## config.mk

```make
export PLATFORM = sky130hd
export DESIGN_NAME = dist_calc_control_flat
export DESIGN_NICKNAME = d
export VERILOG_FILES = /design/src/rtl/dist_calc_control_if.sv /design/src/rtl/dist_calc_control.sv /design/src/flat_wrapper.sv
export SDC_FILE = /design/constraint.sdc
export NUM_CORES = 1
export LEC_CHECK = 0
export ABC_AREA = 1
export CAP_MARGIN = 20
export CORE_UTILIZATION = 56
export DETAILED_ROUTE_END_ITERATION = 10
export PLACE_DENSITY = 0.86
export REMOVE_ABC_BUFFERS = 1
export SYNTH_ARGS = -nofsm -noshare
export SYNTH_HDL_FRONTEND = slang
export SYNTH_SLANG_ARGS = --single-unit
```

## constraint.sdc

```tcl
create_clock -name clk -period 7.6 [get_ports clk]
set_input_delay 1.14 -clock clk [delete_from_list [all_inputs] [get_ports clk]]
set_output_delay 1.14 -clock clk [all_outputs]
set_load 0.1 [all_outputs]
```

## src/rtl/dist_calc_control_if.sv

```systemverilog
// Control/BRAM bundle between dist_calc_control (master) and the distance datapath (slave).
interface dist_calc_control_if #(
  parameter int ADDR_W = 8,
  parameter int ELEM_W = 4,
  parameter int VEC_W  = 4
);
  logic              STARTCALC;
  logic [VEC_W-1:0]  NUM_OF_VECTORS;
  logic [ELEM_W-1:0] VECTOR_WIDTH;
  logic              RDY_Pipe;
  logic              RDY_Acc;
  logic              RDY_Sqrt;
  logic              EN_Pipe;
  logic              EN_Acc;
  logic              EN_Sqrt;
  logic              RST_Acc;
  logic              RST_Sqrt;
  logic              PRE_Acc;
  logic [ADDR_W-1:0] ADDR_Bram;
  logic [3:0]        FLAG_Bram;
  logic [ELEM_W-1:0] ELEM_IDX;
  logic              DATA_VALID;
  logic [VEC_W-1:0]  VEC_IDX;
  logic              RESULT_VALID;
  logic              DONE;
  logic              ERR;

  modport master (
    input  STARTCALC, NUM_OF_VECTORS, VECTOR_WIDTH, RDY_Pipe, RDY_Acc, RDY_Sqrt,
    output EN_Pipe, EN_Acc, EN_Sqrt, RST_Acc, RST_Sqrt, PRE_Acc, ADDR_Bram, FLAG_Bram,
           ELEM_IDX, DATA_VALID, VEC_IDX, RESULT_VALID, DONE, ERR
  );

  modport slave (
    output STARTCALC, NUM_OF_VECTORS, VECTOR_WIDTH, RDY_Pipe, RDY_Acc, RDY_Sqrt,
    input  EN_Pipe, EN_Acc, EN_Sqrt, RST_Acc, RST_Sqrt, PRE_Acc, ADDR_Bram, FLAG_Bram,
           ELEM_IDX, DATA_VALID, VEC_IDX, RESULT_VALID, DONE, ERR
  );
endinterface

```

## src/rtl/dist_calc_control.sv

```systemverilog
// Sequencer for the Euclidean distance datapath: BRAM vector loads, then pipe/acc/sqrt stages.
// Optional stage watchdog enabled by defining DIST_CTRL_TIMEOUT_EN.
module dist_calc_control #(
  parameter int ADDR_W         = 8,
  parameter int ELEM_W         = 4,
  parameter int VEC_W          = 4,
  parameter int TIMEOUT_CYCLES = 255
) (
  input logic                 clk,
  input logic                 RST,
  dist_calc_control_if.master bus
);

  if (TIMEOUT_CYCLES < 1) begin : g_bad_timeout
    $error("TIMEOUT_CYCLES must be at least 1");
  end

  localparam int PW = VEC_W + ELEM_W + 1;

  typedef enum logic [3:0] {
    S_IDLE, S_LOAD0, S_LOAD1, S_DRAIN, S_CLEAR,
    S_PIPE, S_ACC, S_SQRT, S_NEXT, S_DONE
`ifdef DIST_CTRL_TIMEOUT_EN
    , S_ERROR
`endif
  } state_t;

  state_t            state, state_next;
  logic [VEC_W-1:0]  num_vec;
  logic [ELEM_W-1:0] vec_w;
  logic [VEC_W-1:0]  vec_idx;
  logic [ELEM_W-1:0] elem;
  logic              acc_first;
  logic              data_valid_q;
  logic [ELEM_W-1:0] elem_idx_q;

  logic              start_ok;
  logic              elem_last;
  logic              reading;
  logic [PW-1:0]     lin_addr;
  logic              en_pipe, en_acc, en_sqrt, rst_acc, rst_sqrt, pre_acc;
  logic              result_valid, done, err;
  logic [ADDR_W-1:0] addr;
  logic [3:0]        flag;

  assign start_ok  = bus.STARTCALC && (bus.NUM_OF_VECTORS != '0) && (bus.VECTOR_WIDTH != '0);
  assign elem_last = (elem == vec_w - ELEM_W'(1));
  assign reading   = (state == S_LOAD0) || (state == S_LOAD1);
  assign lin_addr  = PW'(vec_idx) * PW'(vec_w) + PW'(elem);

`ifdef DIST_CTRL_TIMEOUT_EN
  localparam int TW = $clog2(TIMEOUT_CYCLES + 1);
  logic [TW-1:0] wait_cnt;
  logic          wait_expired;

  assign wait_expired = (wait_cnt == TW'(TIMEOUT_CYCLES - 1));

  // Restarts on every state change, so each wait stage gets a fresh budget.
  always_ff @(posedge clk) begin
    if (RST || state_next != state) wait_cnt <= '0;
    else                            wait_cnt <= wait_cnt + TW'(1);
  end
`endif

  always_ff @(posedge clk) begin
    if (RST) begin
      state        <= S_IDLE;
      num_vec      <= '0;
      vec_w        <= '0;
      vec_idx      <= '0;
      elem         <= '0;
      acc_first    <= 1'b0;
      data_valid_q <= 1'b0;
      elem_idx_q   <= '0;
    end else begin
      state        <= state_next;
      acc_first    <= (state_next == S_ACC) && (state != S_ACC);
      data_valid_q <= reading;
      elem_idx_q   <= reading ? elem : '0;
      case (state)
        S_IDLE: if (start_ok) begin
          num_vec <= bus.NUM_OF_VECTORS;
          vec_w   <= bus.VECTOR_WIDTH;
          vec_idx <= VEC_W'(1);
          elem    <= '0;
        end
        S_LOAD0, S_LOAD1: elem <= elem_last ? '0 : elem + ELEM_W'(1);
        S_NEXT: if (vec_idx != num_vec) vec_idx <= vec_idx + VEC_W'(1);
        default: ;
      endcase
    end
  end

  always_comb begin
    state_next   = state;
    en_pipe      = 1'b0;
    en_acc       = 1'b0;
    en_sqrt      = 1'b0;
    rst_acc      = 1'b0;
    rst_sqrt     = 1'b0;
    pre_acc      = 1'b0;
    result_valid = 1'b0;
    done         = 1'b0;
    err          = 1'b0;
    addr         = '0;
    flag         = 4'b0000;
    case (state)
      S_IDLE:  if (start_ok) state_next = S_LOAD0;
      S_LOAD0: begin
        addr = ADDR_W'(elem);
        flag = 4'b1011;
        if (elem_last) state_next = S_LOAD1;
      end
      S_LOAD1: begin
        addr = ADDR_W'(lin_addr);
        flag = 4'b1010;
        if (elem_last) state_next = S_DRAIN;
      end
      S_DRAIN: state_next = S_CLEAR;
      S_CLEAR: begin
        rst_acc    = 1'b1;
        rst_sqrt   = 1'b1;
        state_next = S_PIPE;
      end
      S_PIPE: begin
        en_pipe = 1'b1;
        if (bus.RDY_Pipe) state_next = S_ACC;
      end
      S_ACC: begin
        en_acc  = 1'b1;
        pre_acc = acc_first;
        if (bus.RDY_Acc) state_next = S_SQRT;
      end
      S_SQRT: begin
        en_sqrt = 1'b1;
        if (bus.RDY_Sqrt) state_next = S_NEXT;
      end
      S_NEXT: begin
        result_valid = 1'b1;
        state_next   = (vec_idx == num_vec) ? S_DONE : S_LOAD1;
      end
      S_DONE: begin
        done = 1'b1;
        if (!bus.STARTCALC) state_next = S_IDLE;
      end
`ifdef DIST_CTRL_TIMEOUT_EN
      S_ERROR: err = 1'b1;
`endif
      default: state_next = S_IDLE;
    endcase
`ifdef DIST_CTRL_TIMEOUT_EN
    // Overrides the stay-in-stage decision only once the budget is exhausted.
    if ((state == S_PIPE || state == S_ACC || state == S_SQRT) &&
        state_next == state && wait_expired)
      state_next = S_ERROR;
`endif
  end

  assign bus.EN_Pipe      = en_pipe;
  assign bus.EN_Acc       = en_acc;
  assign bus.EN_Sqrt      = en_sqrt;
  assign bus.RST_Acc      = rst_acc;
  assign bus.RST_Sqrt     = rst_sqrt;
  assign bus.PRE_Acc      = pre_acc;
  assign bus.ADDR_Bram    = addr;
  assign bus.FLAG_Bram    = flag;
  assign bus.ELEM_IDX     = elem_idx_q;
  assign bus.DATA_VALID   = data_valid_q;
  assign bus.VEC_IDX      = vec_idx;
  assign bus.RESULT_VALID = result_valid;
  assign bus.DONE         = done;
  assign bus.ERR          = err;

endmodule

```

## src/flat_wrapper.sv

```systemverilog
// flat-port wrapper written by rule: the top's interface ports become plain ports
module dist_calc_control_flat 
#(
  parameter int ADDR_W         = 8,
  parameter int ELEM_W         = 4,
  parameter int VEC_W          = 4,
  parameter int TIMEOUT_CYCLES = 255
)
  (clk, RST, bus_STARTCALC, bus_NUM_OF_VECTORS, bus_VECTOR_WIDTH, bus_RDY_Pipe, bus_RDY_Acc, bus_RDY_Sqrt, bus_EN_Pipe, bus_EN_Acc, bus_EN_Sqrt, bus_RST_Acc, bus_RST_Sqrt, bus_PRE_Acc, bus_ADDR_Bram, bus_FLAG_Bram, bus_ELEM_IDX, bus_DATA_VALID, bus_VEC_IDX, bus_RESULT_VALID, bus_DONE, bus_ERR);
  dist_calc_control_if #(.ADDR_W(ADDR_W), .ELEM_W(ELEM_W), .VEC_W(VEC_W)) bus_i ();
  input logic clk;
  input logic RST;
  input wire logic [$bits(bus_i.STARTCALC)-1:0] bus_STARTCALC;
  input wire logic [$bits(bus_i.NUM_OF_VECTORS)-1:0] bus_NUM_OF_VECTORS;
  input wire logic [$bits(bus_i.VECTOR_WIDTH)-1:0] bus_VECTOR_WIDTH;
  input wire logic [$bits(bus_i.RDY_Pipe)-1:0] bus_RDY_Pipe;
  input wire logic [$bits(bus_i.RDY_Acc)-1:0] bus_RDY_Acc;
  input wire logic [$bits(bus_i.RDY_Sqrt)-1:0] bus_RDY_Sqrt;
  output wire logic [$bits(bus_i.EN_Pipe)-1:0] bus_EN_Pipe;
  output wire logic [$bits(bus_i.EN_Acc)-1:0] bus_EN_Acc;
  output wire logic [$bits(bus_i.EN_Sqrt)-1:0] bus_EN_Sqrt;
  output wire logic [$bits(bus_i.RST_Acc)-1:0] bus_RST_Acc;
  output wire logic [$bits(bus_i.RST_Sqrt)-1:0] bus_RST_Sqrt;
  output wire logic [$bits(bus_i.PRE_Acc)-1:0] bus_PRE_Acc;
  output wire logic [$bits(bus_i.ADDR_Bram)-1:0] bus_ADDR_Bram;
  output wire logic [$bits(bus_i.FLAG_Bram)-1:0] bus_FLAG_Bram;
  output wire logic [$bits(bus_i.ELEM_IDX)-1:0] bus_ELEM_IDX;
  output wire logic [$bits(bus_i.DATA_VALID)-1:0] bus_DATA_VALID;
  output wire logic [$bits(bus_i.VEC_IDX)-1:0] bus_VEC_IDX;
  output wire logic [$bits(bus_i.RESULT_VALID)-1:0] bus_RESULT_VALID;
  output wire logic [$bits(bus_i.DONE)-1:0] bus_DONE;
  output wire logic [$bits(bus_i.ERR)-1:0] bus_ERR;
  assign bus_i.STARTCALC = bus_STARTCALC;
  assign bus_i.NUM_OF_VECTORS = bus_NUM_OF_VECTORS;
  assign bus_i.VECTOR_WIDTH = bus_VECTOR_WIDTH;
  assign bus_i.RDY_Pipe = bus_RDY_Pipe;
  assign bus_i.RDY_Acc = bus_RDY_Acc;
  assign bus_i.RDY_Sqrt = bus_RDY_Sqrt;
  assign bus_EN_Pipe = bus_i.EN_Pipe;
  assign bus_EN_Acc = bus_i.EN_Acc;
  assign bus_EN_Sqrt = bus_i.EN_Sqrt;
  assign bus_RST_Acc = bus_i.RST_Acc;
  assign bus_RST_Sqrt = bus_i.RST_Sqrt;
  assign bus_PRE_Acc = bus_i.PRE_Acc;
  assign bus_ADDR_Bram = bus_i.ADDR_Bram;
  assign bus_FLAG_Bram = bus_i.FLAG_Bram;
  assign bus_ELEM_IDX = bus_i.ELEM_IDX;
  assign bus_DATA_VALID = bus_i.DATA_VALID;
  assign bus_VEC_IDX = bus_i.VEC_IDX;
  assign bus_RESULT_VALID = bus_i.RESULT_VALID;
  assign bus_DONE = bus_i.DONE;
  assign bus_ERR = bus_i.ERR;
  dist_calc_control #(.ADDR_W(ADDR_W), .ELEM_W(ELEM_W), .VEC_W(VEC_W), .TIMEOUT_CYCLES(TIMEOUT_CYCLES)) u_core (.clk(clk), .RST(RST), .bus(bus_i));
endmodule
```

# Yosys cells after proc, flatten, opt, wreduce, memory -nomap -nowiden
# Index checks and enable logic that the tools add are counted.
# W data, S select, Z words.
# op_classes
n_addsub	4
multipliers	1
eq_ne	16
mux	24
n_bitwise	1
reduce_logical	14
# ops
cell	count
$mux W4	12
$pmux W4 S10	1
$pmux W4 S2	3
$eq A4 B3 Y1 const B	5
$pmux W8 S2	1
$add A4 B1 Y4 const B	2
$add A8 B4 Y8	1
$eq A4 B2 Y1 const B	2
$eq A4 B4 Y1	2
$eq A4 B4 Y1 const B	2
$mul A4 B4 Y8	1
$reduce_bool A4 Y1	2
$mux W1	7
$eq A4 B1 Y1 const B	1
$logic_not A4 Y1	1
$ne A2 B1 Y1 const B	2
$ne A4 B3 Y1 const B	1
$ne A4 B4 Y1	1
$reduce_and A2 Y1	2
$reduce_bool A2 Y1	2
$reduce_or A2 Y1	2
$sub A4 B1 Y4 const B	1
$logic_and A1 B1 Y1	3
$reduce_and A3 Y1	1
other kinds (2)	2
# word_totals
reg_bits	26
inputBits	14
out_inout_bits	30
wordCells	68

# Logic depth before layout (Yosys ltp)
# Gate-level depths: netlist (run 1).
# logic_depth
ltp_word	7
mapped_depth	15
ltp_nobuf	14

# Worst setup path before layout (run 1)
# Ideal clock, no wire load.
# synth_timing
kind	register -> output
start	register u_core.vec_idx[0], in the netlist u_core.bus.VEC_IDX[0]
end	output port bus_ADDR_Bram[3]
arrival_time_ns	5.673
required_time_ns	6.460
slack_ns	0.787
stages_incl_launch_ff	11
path_buffers	1
cell_sequence	dfxtp_1 > buf_2 > nand2_1 > fa_1 > fa_1 > fa_1 > inv_1 > ha_1 > nand2_1 > inv_1 > o32ai_1
# synth_between
elab_chain_len	3
# synth_lines
item	line_no	rtl
start, declared	dist_calc_control.sv:31	logic [VEC_W-1:0] vec_idx;
start signal, assigned	dist_calc_control.sv:88	S_NEXT: if (vec_idx != num_vec) vec_idx <= vec_idx + VEC_W'(1);
$mul A4 B4 Y8	dist_calc_control.sv:49	assign lin_addr = PW'(vec_idx) * PW'(vec_w) + PW'(elem);
$add A8 B4 Y8	dist_calc_control.sv:49	
$pmux W8 S2	dist_calc_control.sv:107	case (state)
end, declared	flat_wrapper.sv:25	output wire logic [$bits(bus_i.ADDR_Bram)-1:0] bus_ADDR_Bram;
# No other way between the ends.

# Final worst setup path (run 1)
# layout_timing
start	register u_core.vec_idx[0], in the netlist u_core.bus.VEC_IDX[0]
end	output port bus_ADDR_Bram[4]
# The elaborated chain is that of the path after synthesis.

==> results of run 1 <==
final timing paths:
check                                      from                              to  cells past startpoint  slack [ns]
max          u_core.bus.VEC_IDX[0]$_SDFFE_PP0P_                bus_ADDR_Bram[4]                     11        1.96
min              u_core.num_vec[1]$_SDFFE_PP0P_  u_core.num_vec[1]$_SDFFE_PP0P_                      2        0.48
max reg2reg        u_core.vec_w[0]$_SDFFE_PP0P_      u_core.state[0]$_SDFF_PP0_                     10        5.80
min reg2reg      u_core.num_vec[1]$_SDFFE_PP0P_  u_core.num_vec[1]$_SDFFE_PP0P_                      2        0.48
critical path, delay by kind of cell (launching register included):
kind | cells | cell delay (ns)
adder cells (fa/ha/maj) | 4 | 1.91
flip-flops | 1 | 0.50
AO/OA/AOI/OAI | 2 | 0.35
buffers and inverters | 2 | 1.18
AND/OR/NAND/NOR | 3 | 0.29
logic make-up (layout without fill, tap and decap cells):
group	Yosys count	count (layout)	synth area share (%)
AO/OA/AOI/OAI	38	38	9.99
XOR/XNOR	7	7	2.90
adder cells (fa/ha/maj)	26	26	17.8
buffers and inverters	73	105	14.5
flip-flops	26	26	24.6
other	1	2	0.177
AND/OR/NAND/NOR	149	149	30.0
through the flow:
stage	cell area, um2	power, W	hold WS (ns)	std cells	setup slack (ns)
floorplan	2040	0.000225	0.443	309	0.842
finish	2550	0.000326	0.477	399	1.96
CTS	2550	0.000326	0.478	399	1.92
global route	2550	0.000344	0.496	399	1.67
detailed placement	2510	0.000250	0.465	396	2.22
global placement	2510	0.000249	0.463	396	2.31
cells in the final DEF (no fill, tap or decap), types with 3 or more instances in the layout:
master	Yosys	routed
a21oi_1	18	18
clkbuf_8	0	3
clkdlybuf4s50_1	0	41
dfxtp_1	26	26
fa_1	7	7
ha_1	19	19
inv_1	56	56
inv_2	5	5
nand2_1	81	81
nand3_1	17	17
nand4_1	3	3
nor2_1	35	35
nor2_2	4	4
nor3_1	3	3
o21ai_0	13	13
xor2_1	5	5
power by group through the flow:
stage / Sequential, W / Combinational [W] / Clock (W)
2_1_floorplan: 0.000161 / 0.0000640 / 0
3_3_place_gp: 0.000155 / 0.0000946 / 0
3_5_place_dp: 0.000155 / 0.0000955 / 0
4_1_cts: 0.000152 / 0.0000964 / 0.0000779
5_1_grt: 0.000153 / 0.000107 / 0.0000847
6_report: 0.000152 / 0.0000964 / 0.0000777
metal layers:
metal  track usage [%]  share of wire [%]
met3              3.08                4.4
met2              45.1                 49
met4              6.25                1.2
met1              28.5                 45
met5                 0                  0
state kept, by name (all words and copies together), names as in the netlist:
name / cells
u_core.num_vec: 4
u_core.acc_first: 1
u_core.bus.DATA_VALID: 1
u_core.elem: 4
u_core.bus.ELEM_IDX: 4
u_core.bus.VEC_IDX: 4
u_core.vec_w: 4
u_core.state: 4
final cells by class:
class	count	area, um2	share of cell area (%)
clock buffers	3	41.3	1.62
inverters	61	229	8.97
multi-input cells	222	1290	50.7
flip-flops and latches	26	520	20.4
well taps	46	57.6	2.25
repair buffers	41	410	16.1
==> impl_metrics.ini, run 1 <==
[critical_path]
slowest_delay_ns = 1.14
end_kind = primary output
crit_path_top_delay_cell = clkdlybuf4s50_1
cp.arrival_ns = 4.50
crit_chain = nand2_1 > fa_1 > fa_1 > fa_1 > inv_1 > ha_1 > nand2_1 > nand2_1 > a31o_2 > a21oi_1 > clkdlybuf4s50_1
critPathKind = reg -> out
critPathMaxFanout = 10
cp_data_required_time_ns = 6.46
start_kind = register

[clock_tree]
cts_buffers = 3
cts_tree = done
cts-resized-gates = 0
clkLatencyLatePin_ns = 0.27
clockBufferDepth = 2
cts-root-buf = clkbuf_8
clk_pin_slew_ns = 0.09
cts_setup_buffers = 0
hold_buffers = 0
htreeDepth = 1
cts_sinks = 26

[yosys]
yosysWarnings = 0
synth_commonest_cells = 81 x nand2_1, 56 x inv_1, 35 x nor2_1
ys_seq_elements = 26
netlist-cell-type-count = 32
synthArstFlopShare_pct = 0
yosys.area.top_type_share_pct = 24.6
synthFlopType = dfxtp_1
postSynthCellCount = 320
syn_avg_cell_area_um2 = 6.62
synth_area_leaders = dfxtp_1 25%, nand2_1 14%, ha_1 11%
yosys.area.top_type = dfxtp_1
netlist_area_um2 = 2120
synth.most_common_cell = nand2_1
synth_edf_count = 0
yosysSeqAreaShare_pct = 24.6

[drt]
ant_nets = 0
vias = 2043
routed_via_density = 5.12
drtIter0Drc = 127
drt-pass1-iter-count = 4
postRouteWirelength_mm = 4.51
wire_per_inst_um = 11.3
route.detailed.drc = 0

[sta]
rsz0062_at_grt = no
finClkSkew_ns = 0.00374
worst_slew_pin_slew_ns = 0.988
finalHoldViolCount = 0
tns_ns = 0
setup_viol = 0
fmax_ghz = 0.177
relSlewSlack_pct = 33.9
timing.final.crit_share_pct = 74.2
finalCriticalPeriod_ns = 5.64
drv_slew = 0

[die]
die_area_um2 = 4030
start_util_pct = 61.0
rows = 21
core_um2 = 3470
die_w_um = 63.5
fp.dieH_um = 63.5
io-pin-count = 44

[place]
hpwl_mm = 3.62
gp_congestion = 0.847
io_buffers = 41

[global_route]
grt_use_total_pct = 24.1
grt_pass1_wl_mm = 7.89
grt_start_max_net_pins = 17
grt_pass1_vias = 1917
antenna_found_initial = 0
overflow = 0

[final_layout]
area_growth_pct = 20.6
n_fill_cell = 303
diodes = 0
layout-drive-gt1-share_pct = 5.38
fin_nets = 395
final_util_pct = 73.6

[power_and_ir_drop]
internal_power_w = 0.000208
vdd_drop_max_mv = 0.122
switching_power_w = 0.000118
p_clk_share_pct = 23.8
pwr_density_cell_nw_per_um2 = 128
sw_frac_of_total_pct = 36.2
combPwrFrac_pct = 29.6
power_frac_seq_pct = 46.6
leakage_nw = 1.31

[outcome]
status = complete, no violations

[flow_run]
cap_violations = 0

[hold_path]
hp-class = reg -> reg
(Power assumes the default switching activity.)
==> inputs of run 2 (changes only) <==
Settings changed: CORE_UTILIZATION 56 to 47, PLACE_DENSITY 0.86 to 0.77.
Clock period 7.6 ns to 5 ns, I/O delays scaled along.
==> run 2 against run 1 <==
Compared with the run above: die area grew 19%; global-route usage decreased by 4.7 points; sequential share of layout area about the same; register-to-register slack worse by 2.6 ns; cell count grew 1.5%; utilization shrank 15 points; sequential cell count unchanged; setup slack got worse by 1.4 ns; sequential power up 52%; clock power is 54% higher; highest routed layer unchanged.
==> impl_metrics.ini, run 2 (synthesis results as in run 1) <==
[die]
io-pin-count = 44
die_area_um2 = 4780
start_util_pct = 48.6
core_um2 = 4350
rows = 24
fp.dieH_um = 69.1
die_w_um = 69.1

[power_and_ir_drop]
power_frac_seq_pct = 46.5
pwr_density_cell_nw_per_um2 = 195
leakage_nw = 1.33
combPwrFrac_pct = 29.5
vdd_drop_max_mv = 0.110
internal_power_w = 0.000316
sw_frac_of_total_pct = 36.5
switching_power_w = 0.000182
p_clk_share_pct = 24.1
power_w = 0.000498

[global_route]
grt_pass1_wl_mm = 7.78
use_met1_pct = 24.1
grt_start_max_net_pins = 17
antenna_found_initial = 0
grt_pass1_vias = 1809
grt_util_met3_pct = 3.51
top_usage_layer = met2
grt_use_total_pct = 19.4
use_met2_pct = 34.2
overflow = 0

[place]
placed_cell_area_um2 = 2520
hpwl_mm = 3.62
pre_cts_ws_ns = 0.837
io_buffers = 41
gp_congestion = 0.840

[drt]
ant_nets = 0
drt-pass1-iter-count = 4
wire_per_inst_um = 11.2
drtIter0Drc = 53
route.detailed.drc = 0
routed_via_density = 5.02
vias = 2034
postRouteWirelength_mm = 4.53

[sta]
fmax_ghz = 0.223
finalCriticalPeriod_ns = 4.47
relSlewSlack_pct = 34.0
fin_ws_ns = 0.526
setup_viol = 0
finClkSkew_ns = 0.00277
worst_slew_pin_slew_ns = 0.987
drv_slew = 0
whs_ns = 0.480
timing.final.crit_share_pct = 89.5
finalHoldViolCount = 0
rsz0062_at_grt = no

[final_layout]
final_common_cell = nand2_1
layout-drive-gt1-share_pct = 7.08
area_growth_pct = 20.8
diodes = 0
fin_nets = 395
mostFrequentLayoutCells = 81 x nand2_1, 56 x inv_1, 35 x nor2_1, 35 x clkdlybuf4s50_1, 26 x dfxtp_1
design_area_um2 = 2560

[clock_tree]
cts-root-buf = clkbuf_8
clockBufferDepth = 2
cts_sinks = 26
hold_buffers = 0
cts_buffers = 3
clk_pin_slew_ns = 0.09
clkLatencyLatePin_ns = 0.27
cts-resized-gates = 0
cts_setup_buffers = 0
htreeDepth = 1
cts_tree = done

[critical_path]
startpoint = u_core.bus.VEC_IDX[0]$_SDFFE_PP0P_
crit_chain = nand2_1 > fa_1 > fa_1 > fa_1 > inv_1 > ha_1 > nand2_1 > nand2_1 > a31o_2 > a21oi_1 > buf_12
critPathMaxFanout = 10
crit_path_top_delay_cell = dfxtp_1
critPathCapture = bus_ADDR_Bram[4]
r2r_start = u_core.vec_w[0]$_SDFFE_PP0P_
start_kind = register
end_kind = primary output
r2r_end = u_core.state[0]$_SDFF_PP0_
critPathKind = reg -> out
slowest_delay_ns = 0.52
rrSetupSlack_ns = 3.19
cp.arrival_ns = 3.72
ff2ff_path_depth = 10
cp_data_required_time_ns = 4.25

[flow_run]
cap_violations = 0

[hold_path]
hp-start = u_core.num_vec[2]$_SDFFE_PP0P_
hp-class = reg -> reg

[outcome]
status = complete, no violations
## run 2: changes by cell type in the layout (fill, tap and decap cells not counted), sizes merged
cell / change
buf: +6
clkdlybuf4s50: -6
## run 2: power by group through the flow
stage / sequential [W] / combinational [W] / clock [W]
2_1_floorplan: 0.000245 / 0.0000972 / 0
3_3_place_gp: 0.000235 / 0.000145 / 0
3_5_place_dp: 0.000236 / 0.000146 / 0
4_1_cts: 0.000231 / 0.000147 / 0.000122
5_1_grt: 0.000233 / 0.000160 / 0.000132
6_report: 0.000231 / 0.000147 / 0.000120
## run 2: worst min-delay path by stage
stage                                           endpoint  slack (ns)  cells past startpoint
after floorplan           u_core.num_vec[1]$_SDFFE_PP0P_        0.44                      2
after global placement    u_core.num_vec[1]$_SDFFE_PP0P_        0.46                      2
after detailed placement  u_core.num_vec[1]$_SDFFE_PP0P_        0.47                      2
after CTS                 u_core.num_vec[1]$_SDFFE_PP0P_        0.48                      2
after global routing      u_core.num_vec[2]$_SDFFE_PP0P_        0.50                      2
final                     u_core.num_vec[2]$_SDFFE_PP0P_        0.48                      2
## run 2: cell type report
| type | instances | area (um2) |
|---|---|---|
| clock buffers | 3 | 41.3 |
| fillers | 411 | 1800 |
| inverters | 61 | 229 |
| multi-input cells | 222 | 1290 |
| flip-flops and latches | 26 | 520 |
| well taps | 52 | 65.1 |
| repair buffers | 41 | 408 |
## run 2: worst max-delay path, delay by kind of cell, from the launching register on
kind / cells / cell delay (ns)
adder cells (fa/ha/maj): 4 / 1.90
flip-flops: 1 / 0.52
AO/OA/AOI/OAI: 2 / 0.46
AND/OR/NAND/NOR: 3 / 0.31
buffers and inverters: 2 / 0.26
## run 2: through the flow
stage / TNS, ns / std cells / utilization, %
global placement: 0 / 402 / 57.8
finish: 0 / 405 / 58.7
detailed placement: 0 / 402 / 57.8
floorplan: -3.82 / 309 / -
global route: 0 / 405 / 58.7
CTS: 0 / 405 / 58.7
## run 2: routing by layer
| metal | wire length (um) | vias to the layer above |
|---|---|---|
| li1 | - | 1057 |
| met1 | 2070 | 911 |
| met2 | 2210 | 60 |
| met3 | 208 | 6 |
| met4 | 46 | 0 |
| met5 | 0 | - |
==> inputs of run 3 (changes only) <==
Clock period 5 ns to 4 ns, I/O delays scaled along.
==> run 3 against run 2 <==
Compared with the run above: via count decreased by 0.44%; sequential share of layout area decreased by 1.1 points; largest cell class unchanged; global-route usage increased by 0.69 points; final area increased by 7.2%; sequential cell count unchanged; highest routed layer unchanged; clock skew increased by 0.0063 ns; non-clock buffer count increased by 6; first-iteration DRC count unchanged; sequential power increased by 23%.
==> impl_metrics.ini, run 3 (synthesis results as in run 1) <==
[critical_path]
slowest_delay_ns = 0.56
critPathKind = reg -> out
r2r_start = u_core.vec_w[0]$_SDFFE_PP0P_
startpoint = u_core.vec_w[3]$_SDFFE_PP0P_
crit_path_top_delay_cell = fa_1
critPathMaxFanout = 6
crit_top_cell = nand2_1
crit_chain = nand2_1 > fa_1 > fa_1 > fa_1 > inv_1 > ha_4 > nand2_1 > nand2_1 > nand2_1 > nand3_2 > o21ai_1 > a21oi_2 > buf_12
cp.arrival_ns = 3.24
start_kind = register
cp_data_required_time_ns = 3.40
end_kind = primary output

[power_and_ir_drop]
pwr_density_cell_nw_per_um2 = 238
internal_power_w = 0.000421
power_w = 0.000651
leakage_nw = 1.38
sw_frac_of_total_pct = 35.3
switching_power_w = 0.000230
vdd_drop_max_mv = 0.160
combPwrFrac_pct = 29.8
power_frac_seq_pct = 43.8
p_clk_share_pct = 26.4

[sta]
finalCriticalPeriod_ns = 3.84
worst_slew_pin_slew_ns = 0.972
finClkSkew_ns = 0.00911
setup_viol = 0
timing.final.crit_share_pct = 96.0
relSlewSlack_pct = 35.0
tns_ns = 0
drv_slew = 0
rsz0062_at_grt = no
fmax_ghz = 0.260
finalHoldViolCount = 0

[final_layout]
final_common_cell = nand2_1
fin_nets = 401
mostFrequentLayoutCells = 81 x nand2_1, 56 x inv_1, 34 x nor2_1, 33 x clkdlybuf4s50_1, 22 x dfxtp_1
diodes = 0
layout-drive-gt1-share_pct = 12.8
final_util_pct = 63.0
area_growth_pct = 29.5
design_area_um2 = 2740

[clock_tree]
htreeDepth = 1
cts_tree = done
cts-root-buf = clkbuf_8
cts_sinks = 26
clk_pin_slew_ns = 0.09
cts_buffers = 3
clockBufferDepth = 2
clkLatencyLatePin_ns = 0.27

[flow_run]
cap_violations = 0

[die]
start_util_pct = 48.6
die_w_um = 69.1
die_area_um2 = 4780
fp.dieH_um = 69.1
io-pin-count = 44
rows = 24
core_um2 = 4350

[outcome]
status = complete, no violations

[global_route]
antenna_found_initial = 0
grt_pass1_wl_mm = 8.04
grt_use_total_pct = 20.1
grt_pass1_vias = 1954
overflow = 0
grt_start_max_net_pins = 17

[place]
gp_congestion = 0.834
hpwl_mm = 3.69
placed_cell_area_um2 = 2600
io_buffers = 41

[drt]
route.detailed.drc = 0
drt-pass1-iter-count = 4
vias = 2025
drtIter0Drc = 53
postRouteWirelength_mm = 4.66
routed_via_density = 4.92
wire_per_inst_um = 11.3
ant_nets = 0

[hold_path]
hp-start = u_core.num_vec[1]$_SDFFE_PP0P_
hp-class = reg -> reg
==> run 3: cell types whose count changed in the layout (fill, tap and decap cells not counted), moves of 3 or more <==
cell	before	now
dfxtp_1	26	22
ha_1	19	16
buf_4	5	8
buf_12	1	6
dfxtp_2	0	3
ha_4	0	3
==> run 3: final timing paths <==
| path | endpoint | slack [ns] | cells past startpoint |
|---|---|---|---|
| worst max register to register | u_core.state[0]$_SDFF_PP0_ | 2.15 | 10 |
| worst max-delay path | bus_ADDR_Bram[6] | 0.16 | 13 |
| worst min-delay path | u_core.num_vec[1]$_SDFFE_PP0P_ | 0.48 | 2 |
| worst min register to register | u_core.num_vec[1]$_SDFFE_PP0P_ | 0.48 | 2 |
==> run 3: layer usage <==
metal / GRT usage (%) / vias to the layer above / routed length (um) / share of wire [%]
met4: 8.39 / 0 / 130 / 2.8
met3: 3.07 / 16 / 199 / 4.3
met2: 36.5 / 59 / 2330 / 50
li1: - / 1064 / - / -
met5: 0 / - / 0 / 0
met1: 23.3 / 886 / 1990 / 43
==> run 3: worst max-delay path: cells and delay by family, from the launching register on <==
family	cells	cell delay, ns
flops	1	0.34
simple gates	5	0.36
compound gates	2	0.24
fa+ha+maj	4	1.79
buf+inv	2	0.25
==> run 3: power groups by stage <==
stage / Clock [W] / Sequential [W] / Combinational [W]
floorplan: 0 / 0.000306 / 0.000122
global placement: 0 / 0.000290 / 0.000187
detailed placement: 0 / 0.000290 / 0.000190
CTS: 0.000175 / 0.000285 / 0.000193
global route: 0.000184 / 0.000287 / 0.000214
finish: 0.000172 / 0.000285 / 0.000194
==> run 3: metrics by stage <==
step / hold slack (ns) / cells / setup WS (ns)
2_1_floorplan: 0.443 / 309 / -2.22
3_5_place_dp: 0.467 / 406 / 0.143
3_3_place_gp: 0.460 / 406 / 0.207
4_1_cts: 0.480 / 410 / 0.0318
5_1_grt: 0.505 / 412 / 0.00573
6_report: 0.477 / 412 / 0.161
==> run 3: layout make-up <==
class	instances	area, um2
fillers	394	1610
multi-input cells	222	1350
flip-flops and latches	26	528
repair buffers	47	510
inverters	61	229
well taps	52	65.1
clock buffers	4	55.1
==> run 3: what timing repair did <==
action                                  4_1_cts  5_1_grt
hold buffers                                  0        0
setup buffers                                 0        2
pin swaps                                     0        5
endpoints found under the setup margin        4        5
gates resized for setup                       8        9
